==> config.mk <==
export PLATFORM = sky130hd
export DESIGN_NAME = std_fp_accum_driver
export DESIGN_NICKNAME = d
export VERILOG_FILES = /design/src/rtl/std_fp_accum_driver.sv
export SDC_FILE = /design/constraint.sdc
export NUM_CORES = 1
export LEC_CHECK = 0
export BUFFER_PORTS_ARGS = -buffer_cell sky130_fd_sc_hd__buf_2
export CAP_MARGIN = 20
export CORE_UTILIZATION = 41
export DETAILED_ROUTE_END_ITERATION = 6
export PLACE_DENSITY = 0.91
export SLEW_MARGIN = 20
export SYNTH_ARGS = -nofsm -noshare
export SYNTH_HDL_FRONTEND = slang
export SYNTH_SLANG_ARGS = --single-unit
export TNS_END_PERCENT = 10
==> constraint.sdc <==
create_clock -name clk -period 1.71 [get_ports clk]
set_input_delay 0.342 -clock clk [delete_from_list [all_inputs] [get_ports clk]]
set_output_delay 0.342 -clock clk [all_outputs]
set_load 0.02 [all_outputs]
==> src/rtl/std_fp_accum_driver.sv <==
// -----------------------------------------------------------------------------
// std_fp_accum_driver
//
// Sums N floating-point elements read from a small combinational memory by
// driving an external go/done FP adder one operation at a time. The running
// sum (acc) is fed back as the left operand. The memory element is the right
// operand. One idle cycle (GAP) separates adder operations so the adder's
// done pipeline clears.
//
// Optional feature (compile-time macro):
//   FP_ACCUM_FLAGS_EN - when defined, the adder exception flags are OR-ed
//                       into a sticky flag register across the run. When
//                       undefined, the register is absent and flags is 0.
//                       Sum behaviour and timing are the same either way.
//
// Parameters:
//   WIDTH   operand/result width in bits
//   ADDR_W  element-memory address width (N ranges 0..2^ADDR_W)
//
// Ports:
//   clk            clock, rising edge
//   reset          synchronous, active-high reset
//   go             start; held high by the parent until done is seen.
//                  Dropping it mid-run aborts to IDLE.
//   len            element count N, sampled at start and clamped to 2^ADDR_W
//   mem_addr       element read address
//   mem_read_data  element at mem_addr, same cycle
//   add_go         request to the FP adder
//   add_left       adder left operand (running sum)
//   add_right      adder right operand (current element)
//   add_sub        adder subtract select, always 0
//   add_out        adder result
//   add_flags      adder exception flags
//   add_done       adder completion; ignored outside ISSUE
//   sum            accumulated result (mirrors acc at all times)
//   flags          accumulated exception flags
//   done           one-cycle completion pulse
// -----------------------------------------------------------------------------
module std_fp_accum_driver #(
  parameter int WIDTH  = 32,
  parameter int ADDR_W = 4
) (
  input  logic              clk,
  input  logic              reset,
  input  logic              go,
  input  logic [ADDR_W:0]   len,
  output logic [ADDR_W-1:0] mem_addr,
  input  logic [WIDTH-1:0]  mem_read_data,
  output logic              add_go,
  output logic [WIDTH-1:0]  add_left,
  output logic [WIDTH-1:0]  add_right,
  output logic              add_sub,
  input  logic [WIDTH-1:0]  add_out,
  input  logic [4:0]        add_flags,
  input  logic              add_done,
  output logic [WIDTH-1:0]  sum,
  output logic [4:0]        flags,
  output logic              done
);

  typedef enum logic [1:0] {
    S_IDLE,
    S_ISSUE,
    S_GAP,
    S_FIN
  } state_e;

  localparam logic [ADDR_W:0] MAX_LEN = {1'b1, {ADDR_W{1'b0}}};
  localparam logic [ADDR_W:0] IDX_ONE = {{ADDR_W{1'b0}}, 1'b1};

  state_e            state_q, state_d;
  logic [ADDR_W:0]   idx_q, idx_d;
  logic [ADDR_W:0]   n_q, n_d;
  logic [WIDTH-1:0]  acc_q, acc_d;
  logic [ADDR_W:0]   len_clamped;
  logic              idx_last;

  // Lengths above the memory depth are treated as a full memory.
  assign len_clamped = (len > MAX_LEN) ? MAX_LEN : len;
  // Only evaluated in ISSUE, where N is known to be nonzero.
  assign idx_last    = (idx_q == (n_q - IDX_ONE));

`ifdef FP_ACCUM_FLAGS_EN
  logic [4:0] flg_q, flg_d;
`else
  logic unused_add_flags;
  assign unused_add_flags = ^add_flags;
`endif

  // Next-state and datapath update.
  always_comb begin
    // NOTE: every variable assigned here gets a default first so no path
    // leaves it unassigned; otherwise synthesis infers a latch.
    state_d = state_q;
    idx_d   = idx_q;
    n_d     = n_q;
    acc_d   = acc_q;
`ifdef FP_ACCUM_FLAGS_EN
    flg_d   = flg_q;
`endif

    case (state_q)
      S_IDLE: begin
        if (go) begin
          // Every run starts from +0.0 so an empty run reports a zero sum.
          n_d   = len_clamped;
          idx_d = '0;
          acc_d = '0;
`ifdef FP_ACCUM_FLAGS_EN
          flg_d = '0;
`endif
          state_d = (len_clamped == '0) ? S_FIN : S_ISSUE;
        end
      end

      S_ISSUE: begin
        // An abort wins over a completing add; acc keeps its partial value.
        if (!go) begin
          state_d = S_IDLE;
        end else if (add_done) begin
          acc_d   = add_out;
          idx_d   = idx_q + IDX_ONE;
`ifdef FP_ACCUM_FLAGS_EN
          flg_d   = flg_q | add_flags;
`endif
          state_d = idx_last ? S_FIN : S_GAP;
        end
      end

      S_GAP: begin
        state_d = go ? S_ISSUE : S_IDLE;
      end

      S_FIN: begin
        // Always return to IDLE; a restart needs go high while in IDLE.
        state_d = S_IDLE;
      end

      default: begin
        state_d = S_IDLE;
      end
    endcase
  end

  // NOTE: state registers use non-blocking assignments so every flop samples
  // the pre-edge value of its inputs, independent of statement order.
  always_ff @(posedge clk) begin
    if (reset) begin
      state_q <= S_IDLE;
      idx_q   <= '0;
      n_q     <= '0;
      acc_q   <= '0;
    end else begin
      state_q <= state_d;
      idx_q   <= idx_d;
      n_q     <= n_d;
      acc_q   <= acc_d;
    end
  end

`ifdef FP_ACCUM_FLAGS_EN
  always_ff @(posedge clk) begin
    if (reset) begin
      flg_q <= '0;
    end else begin
      flg_q <= flg_d;
    end
  end
  assign flags = flg_q;
`else
  assign flags = 5'b0;
`endif

  // Operands come straight from registered state and the memory, so they
  // stay stable for the whole ISSUE window while the adder works.
  assign add_go    = (state_q == S_ISSUE);
  assign mem_addr  = idx_q[ADDR_W-1:0];
  assign add_left  = acc_q;
  assign add_right = mem_read_data;
  assign add_sub   = 1'b0;
  assign sum       = acc_q;
  assign done      = (state_q == S_FIN);

endmodule
==> results.py, run 1 <==
metrics = {
    "placement": {
        "portBuffers": 110,
        "dp_slack_ps": 154,
        "place.gp.congestion": 0.750,
        "hpwlAfterDp_um": 3600,
        "post_dp_cell_area_mm2": 0.00263,
        "placed_cells": 367,
    },
    "clock_network": {
        "clock_sinks": 44,
        "path_clk_slew_ps": 80,
        "cts-root-buf": "clkbuf_8",
        "cts_resized": 0,
        "cts_made_buffers": 5,
        "postCtsHoldBufs": 0,
        "cts_tree": "built",
        "clk_latency_ps": 290,
        "clock_path_buffers": 2,
        "cts_setup_buffers": 0,
        "htree_levels": 2,
    },
    "drt": {
        "first_pass_iters": 4,
        "drc_errors": 0,
        "routedWlPerCell_um": 12.7,
        "wirelength_um": 4760,
        "dr.first_iter.drc_count": 27,
        "post_drt_via_cell_ratio": 4.82,
        "vias": 1801,
        "final_antenna_net_count": 0,
    },
    "global_route": {
        "grt_pass1_wl_um": 7200,
        "grt.overflow.total": 0,
        "grt_usage": 0.145,
        "grt_max_degree": 44,
        "antenna_found_initial": 0,
        "grt_pass1_vias": 1587,
    },
    "logic_synthesis": {
        "yosysWarnings": 0,
        "synth_seq_area_share": 0.342,
        "syn_area_mm2": 0.00257,
        "postSynthAreaPerCell_um2": 9.94,
        "ys_seq_elements": 44,
        "yosysTopAreaCellShare": 0.342,
        "synth_cells": 259,
        "ys_top_cells_by_area": "dfxtp_1 34%, buf_4 22%, a22oi_2 15%",
        "post-synth-top-area-cell": "dfxtp_1",
        "synth.distinct_cells": 36,
    },
    "setup_path": {
        "crit_slowest_cell": "dfxtp_1",
        "crit_buf_inv": 1,
        "path_delay_family": "flip-flops",
        "cp.required_ps": 1890,
        "cp_cell_sequence": "inv_1 > ha_1 > xnor2_1 > mux2i_1 > o21ai_1 > a32o_1",
        "startpoint_type": "flip-flop",
        "worstSetupPathType": "reg -> reg",
        "endpoint_kind": "flip-flop",
        "worst-path-max-fanout": 5,
        "slowest_delay_ps": 420,
        "critPathArrivalTime_ps": 1750,
    },
    "sta": {
        "fin_hold_ws_ps": 300,
        "clock_skew_ps": 5.84,
        "rsz0062_at_grt": "false",
        "setup_violations": 0,
        "post-route-period-util": 0.916,
        "fin_crit_ps": 1570,
        "maxSlewViolCount": 0,
        "totalNegativeSetupSlack_ps": 0,
        "fmax_mhz": 638,
        "final_hold_viol_count": 0,
        "timing.final.ws_setup_ps": 144,
    },
    "die": {
        "start_util": 0.430,
        "dieArea_mm2": 0.00660,
        "die_w_um": 81.2,
        "die_h_um": 81.2,
        "core_area_mm2": 0.00599,
        "io_pins": 186,
        "rows": 28,
    },
    "power": {
        "power.total_mw": 2.03,
        "p_sw_frac": 0.251,
        "power_frac_comb": 0.140,
        "p_leak_nw": 1.22,
        "pwr-share-seq": 0.524,
        "internal_power_mw": 1.52,
        "p_clk_frac": 0.335,
        "power_density_mw_per_mm2": 744,
        "p_sw_mw": 0.508,
        "peakVddDrop_mv": 0.337,
    },
    "cells_and_area": {
        "fin_cells": 374,
        "drive_above_1_share": 0.632,
        "fin_area_mm2": 0.00272,
        "n_antenna_cell": 0,
        "areaGrowthSynthToFinish_pct": 5.83,
        "fin_util": 0.455,
        "nNetsFinal": 379,
    },
    "min_path": {
        "hp-class": "in -> reg",
    },
    "run_status": {
        "status": "finished clean",
    },
    "job": {
        "max_cap_violations": 0,
    },
}
## cells in the final DEF, fill, tap and decap left out, types with 2 or more instances in the layout
master      n
nor2_1      3
buf_2     110
a21oi_1     6
clkbuf_8    7
nor3_1      5
nand2b_1    2
a22oi_2    30
nand4_1     2
nor2_2     31
dfxtp_1    44
inv_1       3
a22oi_1     3
and2_1      3
ha_1        2
nand3_1     3
nand3b_1    4
xnor2_1     5
conb_1      6
buf_4       3
buf_12      2
xor2_1      4
nand2_1     6
## registers in the layout, indices dropped and copies added (netlist names)
| name | flops |
|---|---|
| idx_q | 5 |
| n_q | 5 |
| state_q | 2 |
| add_left | 32 |
## metal layers
layer	vias up	GRT usage	routed length, um
met4	0	0.0732	87
li1	872	-	-
met5	-	0	0
met1	831	0.156	1960
met3	16	0.0303	333
met2	82	0.265	2370
## cells by family after synthesis
| group | count (synthesis) | share of synthesized area |
|---|---|---|
| fa+ha+maj | 2 | 0.00972 |
| simple gates | 68 | 0.164 |
| other cells | 1 | 0.00146 |
| buf+inv | 90 | 0.266 |
| compound gates | 44 | 0.181 |
| mux | 1 | 0.00389 |
| xor+xnor | 9 | 0.0306 |
| flops | 44 | 0.342 |
## tightest hold or removal path: cells and delay by family
family	cells	cell delay [ps]
and+or+nand+nor	1	60
AOI/OAI and AO/OA	1	60
buffers and inverters	1	80
## worst paths after layout
kind                    start           end  slack [ps]  depth (start not counted)
setup / recovery       n_q[0]    state_q[0]         140                          6
hold / removal    add_out[22]  add_left[22]         300                          3
setup reg to reg       n_q[0]    state_q[0]         140                          6
hold reg to reg        n_q[4]        n_q[4]         480                          2
## cell type report
| cell class | instances | area [um2] |
|---|---|---|
| Inverter | 3 | 11.3 |
| Timing Repair Buffer | 115 | 613 |
| Clock buffer | 7 | 96.3 |
| Sequential cell | 44 | 881 |
| Tap cell | 75 | 93.8 |
| Fill cell | 565 | 3270 |
| Multi-Input combinational cell | 130 | 1030 |
## Yosys cell counts, drive strengths merged
cell,n
mux2i,1
and3,1
or4,1
nand3,3
nand2,7
and2b,1
nand3b,4
a21oi,6
nor3,5
buf,82
nor2b,2
a22oi,33
o21ba,1
nor4,1
nor4b,1
inv,3
xnor2,5
ha,2
conb,1
clkbuf,5
and2,3
nand4,2
nor2,34
dfxtp,44
xor2,4
o21ai,2
a32o,1
nor3b,1
a311oi,1
nand2b,2
## power by group through the flow
stage | clock, mW | sequential (mW) | combinational [mW]
floorplan | 0 | 1.10 | 0.310
global route | 0.751 | 1.07 | 0.311
CTS | 0.717 | 1.06 | 0.289
detailed placement | 0 | 1.09 | 0.289
global placement | 0 | 1.08 | 0.282
finish | 0.679 | 1.06 | 0.285
No activity file was read; power rests on OpenSTA's default activity.
==> inputs of run 2 (changes only) <==
- CORE_MARGIN: unset -> 3
- CTS_BUF_LIST: unset -> sky130_fd_sc_hd__clkbuf_16
==> results.py, run 2 (synthesis results as in run 1) <==
metrics = {
    "sta": {
        "rsz0062_at_grt": "false",
        "maxSlewViolCount": 0,
        "clock_skew_ps": 1.85,
        "post-route-period-util": 0.922,
        "final_hold_viol_count": 0,
        "totalNegativeSetupSlack_ps": 0,
        "setup_violations": 0,
        "fin_crit_ps": 1580,
        "fin_hold_ws_ps": 311,
        "fmax_mhz": 634,
    },
    "die": {
        "start_util": 0.430,
        "die_w_um": 85.2,
        "rows": 28,
        "die_h_um": 85.2,
        "dieArea_mm2": 0.00726,
        "core_area_mm2": 0.00599,
        "io_pins": 186,
    },
    "min_path": {
        "hold_start": "add_out[28]",
        "hp-class": "in -> reg",
    },
    "drt": {
        "dr.first_iter.drc_count": 48,
        "first_pass_iters": 4,
        "wirelength_um": 5050,
        "vias": 1813,
        "final_antenna_net_count": 0,
        "drc_errors": 0,
        "routedWlPerCell_um": 13.5,
        "post_drt_via_cell_ratio": 4.86,
    },
    "cells_and_area": {
        "drive_above_1_share": 0.624,
        "mostFrequentLayoutCell": "buf_2",
        "largest_reg_flops": 32,
        "multi_input_area_mm2": 0.00103,
        "nNetsFinal": 378,
        "n_fill_cell": 572,
        "layout_common_cells": "110 x buf_2, 44 x dfxtp_1, 31 x nor2_2, 30 x a22oi_2",
        "ff_latch_area_um2": 881,
        "fin_cells": 373,
        "areaGrowthSynthToFinish_pct": 7.44,
        "n_antenna_cell": 0,
        "fin_util": 0.462,
    },
    "clock_network": {
        "cts_tree": "built",
        "htree_levels": 2,
        "cts-root-buf": "clkbuf_16",
        "cts_resized": 0,
        "clock_sinks": 44,
        "cts_made_buffers": 5,
        "clk_latency_ps": 270,
        "path_clk_slew_ps": 60,
        "postCtsHoldBufs": 0,
        "cts_setup_buffers": 0,
        "clock_path_buffers": 2,
    },
    "global_route": {
        "grt_usage": 0.138,
        "grt_max_degree": 44,
        "grt_pass1_vias": 1727,
        "antenna_found_initial": 0,
        "grt.overflow.total": 0,
        "grt_pass1_wl_um": 8140,
    },
    "setup_path": {
        "cp.required_ps": 1880,
        "critPathArrivalTime_ps": 1740,
        "r2r_end": "state_q[0]",
        "startpoint_type": "flip-flop",
        "r2r-start": "n_q[0]",
        "endpoint_kind": "flip-flop",
        "rrSetupSlack_ps": 130,
        "crit_end": "state_q[0]",
        "worst-path-max-fanout": 5,
        "crit_start": "n_q[0]",
        "worstSetupPathType": "reg -> reg",
        "reg2regPathDepth": 6,
    },
    "placement": {
        "hpwlAfterDp_um": 3790,
        "placed_cells": 366,
        "place.gp.congestion": 0.777,
        "portBuffers": 110,
    },
    "power": {
        "power.total_mw": 2.22,
        "p_leak_nw": 1.24,
        "power_density_mw_per_mm2": 801,
        "peakVddDrop_mv": 0.367,
    },
    "run_status": {
        "status": "finished clean",
    },
    "job": {
        "max_cap_violations": 0,
    },
}
run 2: cell count changes in the layout (fill, tap and decap cells not counted), sizes merged:
cell	change
clkbuf	-2
clkinv	+2
buf	-1
run 2: cell type report:
cell class,instances,area share
tap,75,0.0339
clock inverter,2,0.00271
inverter,3,0.00407
multi-input combinational,130,0.372
timing repair buffer,114,0.224
clock buffer,5,0.0452
sequential,44,0.319
run 2: how the worst min path moves through the flow:
stage,slack (ps),endpoint,depth (start not counted)
3_5_place_dp,470,n_q[4],2
3_3_place_gp,460,n_q[4],2
6_report,310,add_left[28],3
5_1_grt,310,add_left[3],3
2_1_floorplan,450,n_q[4],2
4_1_cts,310,add_left[28],3
run 2: power by group:
| group | switching, mW | internal, mW |
|---|---|---|
| Clock | 0.343 | 0.522 |
| Combinational | 0.169 | 0.118 |
| Sequential | 0.0196 | 1.04 |
run 2: stage by stage:
step | instance area [um2] | worst slack (ps)
after detailed placement | 2630 | 193
after CTS | 2770 | 182
after global routing | 2770 | 57.9
final | 2770 | 134
after floorplan | 2590 | 309
after global placement | 2630 | 245
run 2: critical path, stage by stage (launching register included):
cell     delay (ps)
dfxtp_1         410
inv_1            70
ha_1            220
xnor2_1         250
mux2i_1         220
o21ai_1          90
a32o_1          210
run 2: layer usage:
layer  vias to the layer above  track usage  wire length, um
li1                        873            -                -
met1                       842        0.162             1950
met2                        83        0.241             2610
met3                        15       0.0408              422
met4                         0       0.0417               75
met5                         -            0                0
==> inputs of run 3 (changes only) <==
- clock period: 1.71 -> 1.45 ns (I/O delays scaled with it)
==> results.py, run 3 (synthesis results as in run 1) <==
metrics = {
    "run_status": {
        "status": "finished clean",
    },
    "die": {
        "dieArea_mm2": 0.00726,
        "io_pins": 186,
        "die_h_um": 85.2,
        "core_area_mm2": 0.00599,
        "start_util": 0.430,
        "rows": 28,
        "die_w_um": 85.2,
    },
    "placement": {
        "hpwlAfterDp_um": 3840,
        "place.gp.congestion": 0.762,
        "portBuffers": 110,
    },
    "global_route": {
        "grt_max_degree": 44,
        "grt.overflow.total": 0,
        "grt_pass1_wl_um": 8290,
        "antenna_found_initial": 0,
        "grt_usage": 0.141,
        "grt_pass1_vias": 1752,
    },
    "cells_and_area": {
        "mostFrequentLayoutCell": "buf_2",
        "nNetsFinal": 383,
        "drive_above_1_share": 0.647,
        "areaGrowthSynthToFinish_pct": 9.09,
        "largest_reg_flops": 32,
        "layout_common_cells": "110 x buf_2, 44 x dfxtp_1, 31 x nor2_2, 30 x a22oi_2, 7 x buf_4",
        "n_antenna_cell": 0,
    },
    "power": {
        "power.total_mw": 2.65,
        "power_density_mw_per_mm2": 944,
        "p_leak_nw": 1.28,
        "peakVddDrop_mv": 0.474,
    },
    "setup_path": {
        "crit_end": "state_q[0]",
        "crit_start": "n_q[0]",
        "cp_cell_sequence": "inv_1 > ha_2 > xnor2_2 > mux2i_1 > o21ai_1 > a32o_1",
        "rrSetupSlack_ps": 30,
        "crit_slowest_cell": "dfxtp_1",
        "r2r_end": "state_q[0]",
        "endpoint_kind": "flip-flop",
        "r2r-start": "n_q[0]",
        "startpoint_type": "flip-flop",
        "reg2regPathDepth": 6,
        "cp.required_ps": 1620,
        "worstSetupPathType": "reg -> reg",
        "slowest_delay_ps": 320,
        "worst-path-max-fanout": 2,
        "critPathArrivalTime_ps": 1590,
    },
    "sta": {
        "fin_hold_ws_ps": 254,
        "final_hold_viol_count": 0,
        "setup_violations": 0,
        "fmax_mhz": 705,
        "fin_crit_ps": 1420,
        "post-route-period-util": 0.978,
        "maxSlewViolCount": 0,
        "totalNegativeSetupSlack_ps": 0,
        "clock_skew_ps": 2.19,
    },
    "drt": {
        "final_antenna_net_count": 0,
        "dr.first_iter.drc_count": 48,
        "wirelength_um": 5210,
        "first_pass_iters": 4,
        "routedWlPerCell_um": 13.8,
        "vias": 1822,
        "post_drt_via_cell_ratio": 4.82,
        "drc_errors": 0,
    },
    "job": {
        "max_cap_violations": 0,
    },
    "clock_network": {
        "clock_path_buffers": 2,
        "path_clk_slew_ps": 60,
        "cts_made_buffers": 5,
        "postCtsHoldBufs": 0,
        "clk_latency_ps": 280,
        "cts-root-buf": "clkbuf_16",
        "cts_tree": "built",
        "htree_levels": 2,
        "clock_sinks": 44,
    },
    "min_path": {
        "hp-class": "in -> reg",
        "hold_depth": 3,
    },
}
-- run 3: cell type report --
| type | instances | area, um2 |
|---|---|---|
| Inverter | 3 | 11.3 |
| Timing Repair Buffer | 119 | 643 |
| Multi-Input combinational cell | 130 | 1040 |
| Clock inverter | 2 | 8.76 |
| Tap cell | 75 | 93.8 |
| Sequential cell | 44 | 881 |
| Fill cell | 575 | 3180 |
| Clock buffer | 5 | 125 |
-- run 3: what timing repair did --
| action | 4_1_cts | 5_1_grt |
|---|---|---|
| hold endpoints to repair | 0 | 0 |
| resized for setup | 0 | 4 |
| setup buffers | 0 | 1 |
| setup endpoints to repair | 0 | 3 |
-- run 3: critical path: cells and delay by family (launching register included) --
family	cells	cell delay (ps)
AO/OA/AOI/OAI	2	300
XOR/XNOR	1	190
adder cells (fa/ha/maj)	1	200
buffers and inverters	1	50
flip-flops	1	320
multiplexers	1	240
-- run 3: per-stage QoR --
step | area, um2 | util | worst slack [ps] | std cells
after floorplan | 2590 | - | 48.8 | 264
after global placement | 2650 | 0.442 | 65.4 | 370
after detailed placement | 2650 | 0.442 | 27.9 | 370
after CTS | 2780 | 0.465 | 24.1 | 377
after global routing | 2810 | 0.469 | -71.0 | 378
final | 2810 | 0.469 | 31.8 | 378
-- run 3: routing by layer --
| layer | track usage | share of wire | up-vias |
|---|---|---|---|
| met2 | 0.249 | 0.54 | 76 |
| met4 | 0.0547 | 0.016 | 0 |
| met3 | 0.0369 | 0.073 | 15 |
| met5 | 0 | 0 | - |
| met1 | 0.162 | 0.37 | 846 |
| li1 | - | - | 885 |
-- run 3: report_power, final --
group	switching [mW]	total (mW)	internal, mW
sequential	0.0183	1.25	1.23
combinational	0.211	0.360	0.149
clock	0.422	1.04	0.618
total	0.652	2.65	2.00
-- run 3: worst min path at each step --
stage | to | start | slack [ps]
detailed placement | n_q[4] | n_q[4] | 460
global route | add_left[3] | add_out[3] | 250
global placement | n_q[4] | n_q[4] | 460
CTS | add_left[22] | add_out[22] | 250
floorplan | n_q[4] | len[4] | 430
finish | add_left[22] | add_out[22] | 250
